`src/rtl/cic_nr16_pkg.sv`:
```
// Shared constants and types for the 3-stage PDM-to-PCM CIC decimator.
// R = 2^LOG2R, internal word width W = N*LOG2R + 1 bits.
package cic_pkg;

  localparam int CIC_N     = 3;
  localparam int CIC_LOG2R = 5;
  localparam int CIC_W     = CIC_N * CIC_LOG2R + 1;
  localparam int CIC_R     = 1 << CIC_LOG2R;

  // DC gain R^N. For a constant-1 input the output settles to this value.
  localparam int CIC_GAIN  = 1 << (CIC_N * CIC_LOG2R);

  typedef logic [CIC_W-1:0] acc_t;

endpackage

```
`src/rtl/cic_nr16_if.sv`:
```
// PDM input and PCM output bundle for the CIC decimator.
// master drives clkdiv and x_in; slave (the filter) drives y_out.
interface cic_nr16_if;

  logic        clkdiv;
  logic        x_in;
  logic [15:0] y_out;

  modport master (output clkdiv, output x_in, input y_out);
  modport slave  (input clkdiv, input x_in, output y_out);

endinterface

```
`src/rtl/cic_nr16_comb_stage.sv`:
```
// One CIC comb section with differential delay 1: c_o = c_i - c_i(previous strobe).
// The delay register advances only when en is high.
module cic_comb_stage #(
  parameter int W = 16
) (
  input  logic         clk,
  input  logic         rst,
  input  logic         en,
  input  logic [W-1:0] c_i,
  output logic [W-1:0] c_o
);

  logic [W-1:0] dly_q;
  logic [W-1:0] dly_d;

  always_comb begin
    dly_d = dly_q;
    if (en) dly_d = c_i;
  end

  always_ff @(posedge clk or posedge rst) begin
    if (rst) dly_q <= '0;
    else     dly_q <= dly_d;
  end

  // Modulo-2^W subtraction; wrap-around in the integrators cancels here.
  assign c_o = c_i - dly_q;

endmodule

```
`src/rtl/cic_nr16.sv`:
```
// Three-stage CIC decimator: 1-bit PDM in, 16-bit unsigned PCM out.
// Integrators run every clk; combs and the output register update on clkdiv rising edges.
module cic_nr16
  import cic_pkg::*;
#(
  parameter int N     = CIC_N,
  parameter int LOG2R = CIC_LOG2R,
  parameter int W     = N * LOG2R + 1
) (
  input  logic         clk,
  input  logic         rst,
  cic_nr16_if.slave    pdm
);

  logic         clkdiv_q;
  logic         dec_en;
  logic [W-1:0] integ_q [N];
  logic [W-1:0] integ_d [N];
  logic [W-1:0] comb_w  [N+1];
  logic [15:0]  y_q;
  logic [15:0]  y_d;

  // Strobe: one clk wide, high while clkdiv reads 1 and read 0 at the previous edge.
  // clkdiv_q resets to 1 so a clkdiv already high at reset release is not a strobe.
  assign dec_en = pdm.clkdiv & ~clkdiv_q;

  always_comb begin
    integ_d[0] = integ_q[0] + W'(pdm.x_in);
    for (int j = 1; j < N; j++) begin
      integ_d[j] = integ_q[j] + integ_q[j-1];
    end
  end

  always_ff @(posedge clk or posedge rst) begin
    if (rst) begin
      clkdiv_q <= 1'b1;
      for (int j = 0; j < N; j++) integ_q[j] <= '0;
    end else begin
      clkdiv_q <= pdm.clkdiv;
      for (int j = 0; j < N; j++) integ_q[j] <= integ_d[j];
    end
  end

  assign comb_w[0] = integ_q[N-1];

  for (genvar g = 0; g < N; g++) begin : g_comb
    cic_comb_stage #(.W(W)) u_comb (
      .clk (clk),
      .rst (rst),
      .en  (dec_en),
      .c_i (comb_w[g]),
      .c_o (comb_w[g+1])
    );
  end

  always_comb begin
    y_d = y_q;
    if (dec_en) y_d = comb_w[N][15:0];
  end

  always_ff @(posedge clk or posedge rst) begin
    if (rst) y_q <= '0;
    else     y_q <= y_d;
  end

  assign pdm.y_out = y_q;

endmodule

```
`src/flat_wrapper.sv`:
```
// flat-port wrapper written by rule: the top's interface ports become plain ports
module cic_nr16_flat import cic_pkg::*;
#(
  parameter int N     = CIC_N,
  parameter int LOG2R = CIC_LOG2R,
  parameter int W     = N * LOG2R + 1
)
  (clk, rst, pdm_clkdiv, pdm_x_in, pdm_y_out);
  cic_nr16_if pdm_i ();
  input  logic clk;
  input  logic rst;
  input wire logic [$bits(pdm_i.clkdiv)-1:0] pdm_clkdiv;
  input wire logic [$bits(pdm_i.x_in)-1:0] pdm_x_in;
  output wire logic [$bits(pdm_i.y_out)-1:0] pdm_y_out;
  assign pdm_i.clkdiv = pdm_clkdiv;
  assign pdm_i.x_in = pdm_x_in;
  assign pdm_y_out = pdm_i.y_out;
  cic_nr16 #(.N(N), .LOG2R(LOG2R), .W(W)) u_core (.clk(clk), .rst(rst), .pdm(pdm_i));
endmodule
```
`config.mk`:
```
export PLATFORM = sky130hd
export DESIGN_NAME = cic_nr16_flat
export DESIGN_NICKNAME = d
export VERILOG_FILES = /design/src/rtl/cic_nr16_pkg.sv /design/src/rtl/cic_nr16_if.sv /design/src/rtl/cic_nr16_comb_stage.sv /design/src/rtl/cic_nr16.sv /design/src/flat_wrapper.sv
export SDC_FILE = /design/constraint.sdc
export NUM_CORES = 1
export LEC_CHECK = 0
export BUFFER_PORTS_ARGS = -buffer_cell sky130_fd_sc_hd__buf_4
export CORE_MARGIN = 3
export CORE_UTILIZATION = 57
export DETAILED_ROUTE_END_ITERATION = 7
export PLACE_DENSITY = 0.77
export SYNTH_ARGS = -nofsm -noshare
export SYNTH_HDL_FRONTEND = slang
export SYNTH_SLANG_ARGS = --single-unit
```
`constraint.sdc`:
```
create_clock -name clk -period 4.4 [get_ports clk]
set_input_delay 0.44 -clock clk [delete_from_list [all_inputs] [get_ports clk]]
set_output_delay 0.44 -clock clk [all_outputs]
set_load 0.01 [all_outputs]
```
==> results of run 1 <==
==> worst max-delay path, stage by stage, from the launching register on <==
cell and delay (ns):
dfrtp_1 0.38, ha_2 0.20, fa_2 0.34, nor2b_1 0.11, o21ai_1 0.09, a21oi_2 0.18, o21ai_2 0.08, nand2_1 0.09
xor2_1 0.09, ha_1 0.26, nor3_1 0.29, nand3_2 0.15, a31oi_4 0.21, o21bai_4 0.12, nor3_2 0.19, o21ai_1 0.10
xor2_1 0.16, ha_1 0.36, nand3_2 0.11, o311ai_2 0.32, a21oi_2 0.12, xnor2_2 0.15, xnor2_1 0.16, o21ai_1 0.08
==> cell families after synthesis <==
family	Yosys count	synth area share, %
multiplexers	4	0.6241
adder cells (fa/ha/maj)	82	14.74
AND/OR/NAND/NOR	248	16.00
XOR/XNOR	72	9.033
buffers and inverters	89	4.629
flip-flops	113	39.20
AO/OA/AOI/OAI	186	15.78
==> final timing paths <==
path	slack, ns	cells past startpoint	endpoint	startpoint
worst max-delay path	-0.07	23	u_core.pdm.y_out[15]	u_core.g_comb[0].u_comb.dly_q[0]
worst min-delay path	0.1	2	u_core.integ_q[36]	rst
worst max register to register	-0.07	23	u_core.pdm.y_out[15]	u_core.g_comb[0].u_comb.dly_q[0]
worst min register to register	0.48	2	u_core.pdm.y_out[6]	u_core.pdm.y_out[6]
max in group asynchronous	3.30	3	u_core.pdm.y_out[12]	rst
min in group clk	0.15	1	u_core.clkdiv_q	pdm_clkdiv
==> area by class of cell <==
cell class,count,area share [%]
clock inverter,6,0.6600
multi-input combinational,592,49.60
inverter,75,3.188
timing repair buffer,80,6.951
clock buffer,26,5.491
sequential,113,31.75
tap,168,2.359
==> timing repair <==
item / CTS / global route
endpoints found under the setup margin: 5 / 7
resized for setup: 30 / 60
hold buffers: 0 / 0
buffers inserted: 11 / 9
pin swaps: 21 / 26
==> metal layers <==
layer  GRT usage (%)  part of all wire (%)  routed length [um]
met2           39.89                    52                8383
met5               0                     0                   0
met4           8.979                   2.1                 343
met1           23.99                    42                6786
met3           6.507                   3.1                 500
==> metrics by stage <==
step / hold slack [ns] / area, sq um
after floorplan: 0.4445 / 7217
after global placement: 0.4601 / 7845
after detailed placement: 0.4683 / 7845
after CTS: 0.1123 / 8571
after global routing: 0.1248 / 8910
final: 0.09628 / 8910
==> state kept, by name, indices dropped and copies added (netlist names) <==
| register | flops |
|---|---|
| u_core.clkdiv_q | 1 |
| u_core.g_comb.u_comb.dly_q | 48 |
| u_core.pdm.y_out | 16 |
| u_core.integ_q | 32 |
| u_core.comb_w | 16 |
==> layout by cell type (no fill, tap or decap), types with 9 or more instances in the layout <==
| cell | n |
|---|---|
| nor3_1 | 15 |
| a21oi_2 | 11 |
| nor2b_1 | 12 |
| o21ai_0 | 65 |
| clkbuf_16 | 17 |
| buf_4 | 75 |
| nand3_1 | 23 |
| ha_1 | 71 |
| a21o_1 | 11 |
| nor2_1 | 43 |
| dfrtp_1 | 112 |
| xor2_1 | 17 |
| xnor2_1 | 46 |
| inv_1 | 74 |
| nand2_1 | 98 |
| a21oi_1 | 21 |
| o21ai_1 | 9 |
==> impl_metrics.toml, run 1 <==
[outcome]
status = "finished, violations left"
violations = "negative setup slack"

[grt]
grt_pass1_wl_mm = 25.64
grt_pass1_vias = 5981
grt.overflow.total = 0
grtUsageTotal_pct = 22.04
grt_antenna_before_repair = 0
grt_max_degree = 54

[synth]
syn_area_sq_um = 7217
yosys.area.top_type_share_pct = 38.83
yosys_most_used_dff = "dfrtp_1"
syn-num-nets = 880
ys_warn_count = 0
ys_seq_area_share_pct = 39.20
synth-edff-count = 0
postSynth.asyncResetShare_pct = 100.0
postSynthAreaPerCell_sq_um = 9.089
synth_cell_type_count = 52
synth_most_common_cell = "dfrtp_1"
synth_top_area_cell = "dfrtp_1"
synth_seq_cells = 113
synthTopCellsByCount = "dfrtp_1, nand2_1, ha_1"
synth_area_leaders = "dfrtp_1, ha_1, xnor2_1"
netlist_instances = 794

[routing]
num_vias = 5917
wirelength_mm = 16.01
dr.pass1.iters = 5
drc_errors = 0
drt_iter0_markers = 335
postRouteAntennaNets = 0
wl_per_cell_um = 15.11
via_per_inst = 5.582

[die]
die_h_um = 118.5
num_io_pins = 20
rows = 40
core-area_sq_um = 12210
die_w_um = 118.5
dieArea_sq_um = 14050
floorplan.initialDensity_pct = 59.10

[timing]
slew_violations = 0
maxSlewHeadroom_pct = 40.93
layout_setup_ws_ns = -0.06987
fin_crit_ns = 4.470
rsz0062_at_grt = "yes"
fin_crit_sh_pct = 101.6
tightest_slew_ns = 0.8861
finClkSkew_ns = 0.008346
setup_viol = 2
finalHoldViolCount = 0
finalSetupTns_ns = -0.1056
fmax_ghz = 0.2237

[cells_and_area]
n_fill_cell = 847
fin_util_pct = 72.96
syn_to_final_growth_pct = 23.46
multi_input_area_sq_um = 4419
num_antenna_cells = 0
drive_gt1_share_pct = 20.40
nets = 965
stdcell_count = 1060
ff_latch_area_sq_um = 2829

[clock_network]
cts_buffers = 17
clock_path_buffers = 2
cts_tree = "built"
clkSinkCount = 113
h-tree-depth = 4
clkTransAtPathRegs_ns = 0.05
insertion_delay_ns = 0.42
cts-root-buf = "clkbuf_16"

[worst_setup_path]
worst_ep_required_time_ns = 4.66
start_kind = "register"
worstSetupPathType = "reg2reg"
path_max_fanout = 3
crit_path_end_kind = "register"
cp.arrival_ns = 4.73

[place]
dp_cells = 1009
dp_slack_ns = -0.3932
post-dp-hpwl_mm = 10.07
io_buffers = 19
place_congestion = 0.8301

[flow_run]
maxCapViolCount = 0

[worst_hold_path]
hp-class = "in2async"
Power of run 1 is not shown: default switching activity piles up to over one toggle a cycle in this logic, so the estimate is an artifact.
==> run 2, diff against run 1 <==
--- a/config.mk
+++ b/config.mk
@@ -10,6 +10,7 @@
 export CORE_UTILIZATION = 57
 export DETAILED_ROUTE_END_ITERATION = 7
 export PLACE_DENSITY = 0.77
+export REMOVE_ABC_BUFFERS = 1
 export SYNTH_ARGS = -nofsm -noshare
 export SYNTH_HDL_FRONTEND = slang
 export SYNTH_SLANG_ARGS = --single-unit
==> run 2 against run 1 <==
Against the previous run:
- the run still ends with negative setup slack left
- sequential cell count stayed put
- register-to-register slack lost 0.07 ns
- maximum frequency decreased by 1.5%
- global-route usage barely moved
- core utilization is 0.60 points lower
- largest cell class unchanged
- critical path type unchanged
- die area unchanged
- routed wire length is 3.9% lower
- critical path depth increased by 1
- design area shrank 0.83%
- cell count unchanged
- first-iteration DRC count down 2.4%
- sequential share of layout area up 0.27 points
==> impl_metrics.toml, run 2 (same netlist as run 1, synthesis figures left out) <==
[timing]
finalSetupTns_ns = -0.3163
finalHoldViolCount = 0
fmax_ghz = 0.2204
setup_viol = 3
rsz0062_at_grt = "yes"
maxSlewHeadroom_pct = 59.03
whs_ns = 0.1089
finClkSkew_ns = 0.005665
fin_crit_ns = 4.538
layout_setup_ws_ns = -0.1376
slew_violations = 0
fin_crit_sh_pct = 103.1
tightest_slew_ns = 0.5990

[routing]
postRouteAntennaNets = 0
drt_iter0_markers = 327
via_per_inst = 5.543
wl_met3_um = 610
met1_length_mm = 6.431
highest_layer = "met4"
num_vias = 5876
wirelength_mm = 15.39
dr.pass1.iters = 8
wl_per_cell_um = 14.52
wl_met2_mm = 8.065
drc_errors = 0

[cells_and_area]
top_register = "u_core.g_comb.u_comb.dly_q"
num_antenna_cells = 0
syn_to_final_growth_pct = 22.43
largest_register_ffs = 48
drive_gt1_share_pct = 19.51
fin_util_pct = 72.36
top_regs = "u_core.g_comb.u_comb.dly_q (48), u_core.integ_q (32)"
layout_commonest_cell = "dfrtp_1"
most-common-layout-cells = "dfrtp_1, nand2_1, buf_4"
stdcell_count = 1060
nets = 967

[clock_network]
cts_tree = "built"
clkTransAtPathRegs_ns = 0.05
clock_path_buffers = 2
cts_buffers = 17
h-tree-depth = 4
clkSinkCount = 113
cts-root-buf = "clkbuf_16"
insertion_delay_ns = 0.42

[grt]
grt.overflow.total = 0
grt_pass1_wl_mm = 25.64
grt_max_degree = 53
grt_pass1_vias = 5869
grtUsageTotal_pct = 22.09
grt_antenna_before_repair = 0

[die]
num_io_pins = 20
core-area_sq_um = 12210
rows = 40
floorplan.initialDensity_pct = 59.10
die_w_um = 118.5
dieArea_sq_um = 14050
die_h_um = 118.5

[worst_setup_path]
worstSetupPathType = "reg2reg"
path_max_fanout = 4
start_kind = "register"
crit_path_end_kind = "register"
worst_ep_required_time_ns = 4.69
cp.arrival_ns = 4.83

[outcome]
violations = "negative setup slack"
status = "finished, violations left"

[place]
place_congestion = 0.8154
post-dp-hpwl_mm = 10.42
io_buffers = 19
dp_cells = 1009

[worst_hold_path]
hp-class = "in2async"

[flow_run]
maxCapViolCount = 0
[run 2: layout make-up]
class | instances | area [sq um]
clock buffer | 24 | 481.7
clock inverter | 6 | 57.56
fill | 845 | 3376
inverter | 75 | 284.0
multi-input combinational | 592 | 4350
sequential | 113 | 2829
tap | 168 | 210.2
timing repair buffer | 82 | 623.1
[run 2: stage by stage]
stage | worst slack, ns | instance area, sq um
floorplan | 0.03795 | 7164
global placement | -0.1329 | 7845
detailed placement | -0.4346 | 7845
CTS | -0.05174 | 8563
global route | -0.4040 | 8836
finish | -0.1376 | 8836
[run 2: metal layers]
| layer | global-route usage, % | vias to the layer above |
|---|---|---|
| met5 | 0 | - |
| met4 | 7.676 | 0 |
| met3 | 6.507 | 25 |
| met2 | 39.40 | 135 |
| met1 | 25.11 | 2790 |
| li1 | - | 2926 |
[run 2: worst paths after layout]
check                                                  from                   end  slack, ns  cells after the start
setup / recovery           u_core.g_comb[0].u_comb.dly_q[1]  u_core.pdm.y_out[15]      -0.14                     24
hold / removal                                          rst    u_core.integ_q[16]       0.11                      2
setup reg to reg           u_core.g_comb[0].u_comb.dly_q[1]  u_core.pdm.y_out[15]      -0.14                     24
hold reg to reg                         u_core.pdm.y_out[0]   u_core.pdm.y_out[0]       0.48                      2
max in group asynchronous                               rst  u_core.pdm.y_out[11]       3.33                      3
min in group clk                                 pdm_clkdiv       u_core.clkdiv_q       0.15                      1
[run 2: worst max-delay path, cell delays in order, from the launching register on]
cell,delay (ns)
dfrtp_1,0.34
inv_1,0.06
ha_1,0.29
nor2b_1,0.15
o31ai_2,0.26
buf_4,0.17
nand2_1,0.06
a21oi_2,0.16
xnor2_1,0.17
ha_1,0.33
o21ai_2,0.16
nand2b_1,0.14
buf_4,0.16
nand2_1,0.08
xnor2_1,0.10
ha_1,0.39
nand2_1,0.10
nor3_2,0.12
o41a_1,0.28
nor3_4,0.08
o311ai_2,0.31
a21oi_1,0.12
xnor2_1,0.17
xnor2_1,0.14
o21ai_1,0.07
[run 2: timing repair]
item / in CTS / in global routing
pin swaps: 23 / 31
resized for setup: 30 / 45
setup buffers: 12 / 11
hold buffers: 0 / 0
setup endpoints to repair: 5 / 7
Power of run 2 is left out for the same reason.
==> run 3, diff against run 2 <==
--- a/config.mk
+++ b/config.mk
@@ -7,9 +7,10 @@
 export LEC_CHECK = 0
 export BUFFER_PORTS_ARGS = -buffer_cell sky130_fd_sc_hd__buf_4
 export CORE_MARGIN = 3
-export CORE_UTILIZATION = 57
+export CORE_UTILIZATION = 59
+export CTS_BUF_LIST = sky130_fd_sc_hd__clkbuf_8
 export DETAILED_ROUTE_END_ITERATION = 7
-export PLACE_DENSITY = 0.77
+export PLACE_DENSITY = 0.79
 export REMOVE_ABC_BUFFERS = 1
 export SYNTH_ARGS = -nofsm -noshare
 export SYNTH_HDL_FRONTEND = slang
==> run 3 against run 2 <==
Against the previous run:
- the flow still finishes with violations (negative setup slack)
- die area decreased by 3.2%
- sequential share of layout area increased by 0.79 points
- register-to-register slack improved by 0.12 ns
- critical path depth unchanged
- routed wire length decreased by 3.3%
- clock skew increased by 0.0053 ns
- first-iteration DRC count decreased by 17%
- critical endpoint is now u_core.pdm.y_out[13]
==> impl_metrics.toml, run 3 (same netlist as run 1, synthesis figures left out) <==
[outcome]
status = "finished, violations left"
violations = "negative setup slack"

[cells_and_area]
syn_to_final_growth_pct = 19.47
nets = 961
stdcell_count = 1029
top_regs = "u_core.g_comb.u_comb.dly_q (48), u_core.integ_q (32)"
drive_gt1_share_pct = 17.72
fin_util_pct = 73.93
most-common-layout-cells = "dfrtp_1, nand2_1, inv_1"
top_register = "u_core.g_comb.u_comb.dly_q"
layout_commonest_cell = "dfrtp_1"
num_antenna_cells = 0
largest_register_ffs = 48

[clock_network]
cts_tree = "built"
cts-root-buf = "clkbuf_8"
clkTransAtPathRegs_ns = 0.06
clkSinkCount = 113
insertion_delay_ns = 0.45
h-tree-depth = 4
clock_path_buffers = 2
cts_buffers = 17

[timing]
rsz0062_at_grt = "yes"
tightest_slew_ns = 0.9712
fin_crit_sh_pct = 100.3
finalHoldViolCount = 0
slew_violations = 0
maxSlewHeadroom_pct = 35.11
layout_setup_ws_ns = -0.01349
setup_viol = 2
finalSetupTns_ns = -0.02083
finClkSkew_ns = 0.01100
fin_crit_ns = 4.413
fmax_ghz = 0.2266

[die]
num_io_pins = 20
dieArea_sq_um = 13600
floorplan.initialDensity_pct = 61.88
rows = 39
die_h_um = 116.6
core-area_sq_um = 11660
die_w_um = 116.6

[grt]
grt_antenna_before_repair = 0
grt_pass1_vias = 5833
grt_pass1_wl_mm = 24.72
grtUsageTotal_pct = 22.71
grt_max_degree = 50
grt.overflow.total = 0

[routing]
wl_per_cell_um = 14.47
drt_iter0_markers = 273
num_vias = 5811
drc_errors = 0
dr.pass1.iters = 5
postRouteAntennaNets = 0
via_per_inst = 5.647
wirelength_mm = 14.89

[worst_hold_path]
hp-class = "in2async"

[worst_setup_path]
crit_path_end_kind = "register"
cp.arrival_ns = 4.73
worstSetupPathType = "reg2reg"
worst_ep_required_time_ns = 4.71
path_max_fanout = 2
start_kind = "register"

[place]
dp_cells = 986
io_buffers = 19
place_congestion = 0.8364
dp_slack_ns = -0.2887
post-dp-hpwl_mm = 10.17

[flow_run]
maxCapViolCount = 0
-- run 3: changes by cell type in the layout (fill, tap and decap cells not counted), sizes merged --
cell | before | now
clkbuf | 24 | 23
bufinv | 1 | 4
inv | 75 | 78
clkinvlp | 1 | 0
buf | 82 | 76
clkinv | 4 | 0
-- run 3: layout make-up --
class	count	area [sq um]
repair buffers	76	574.3
clock buffers	23	316.6
multi-input cells	592	4308
fillers	785	3040
clock inverters	7	131.4
flip-flops and latches	113	2829
well taps	143	178.9
inverters	75	284.0
-- run 3: worst paths after layout --
| path | startpoint | cells after the start | end | slack [ns] |
|---|---|---|---|---|
| hold reg to reg | u_core.pdm.y_out[12] | 2 | u_core.pdm.y_out[12] | 0.48 |
| max in group asynchronous | rst | 3 | u_core.pdm.y_out[13] | 3.47 |
| setup reg to reg | u_core.comb_w[48] | 24 | u_core.pdm.y_out[13] | -0.01 |
| min in group clk | pdm_clkdiv | 1 | u_core.clkdiv_q | 0.12 |
| hold / removal | rst | 2 | u_core.integ_q[16] | 0.001 |
| setup / recovery | u_core.comb_w[48] | 24 | u_core.pdm.y_out[13] | -0.01 |
-- run 3: critical path, cell delays in order, from the launching register on --
cell      delay, ns
dfrtp_1        0.37
inv_2          0.05
ha_2           0.18
fa_2           0.35
buf_4          0.15
xnor2_2        0.13
ha_1           0.32
nor2b_1        0.15
o21ai_2        0.24
a21boi_4       0.10
o21ai_2        0.16
a21oi_2        0.10
nor2_2         0.13
o21bai_1       0.09
a211oi_2       0.24
nor2_1         0.07
ha_1           0.20
or3_1          0.36
nor3_2         0.16
buf_4          0.16
nor2_4         0.04
a21oi_1        0.16
o21bai_1       0.12
xnor2_1        0.17
o21ai_0        0.09
-- run 3: repair_timing --
action	CTS	global route
setup buffers	3	10
pin swaps	15	25
setup endpoints to repair	5	6
gates cloned	0	0
hold buffers	0	0
resized for setup	22	36
-- run 3: per-layer routing --
layer	share of wire, %	GRT usage, %	wire (um)	vias to the layer above
met2	52	41.69	7813	102
met4	1.8	8.257	271	0
met5	0	0	0	-
li1	-	-	-	2914
met1	42	24.92	6311	2766
met3	3.3	6.477	488	29
-- run 3: per-stage QoR --
stage               hold slack [ns]  area (sq um)
global placement             0.4609          7829
CTS                        0.005834          8369
floorplan                    0.4445          7164
detailed placement           0.4709          7829
global route                0.01981          8622
finish                     0.001452          8622
Power of run 3 is left out for the same reason.
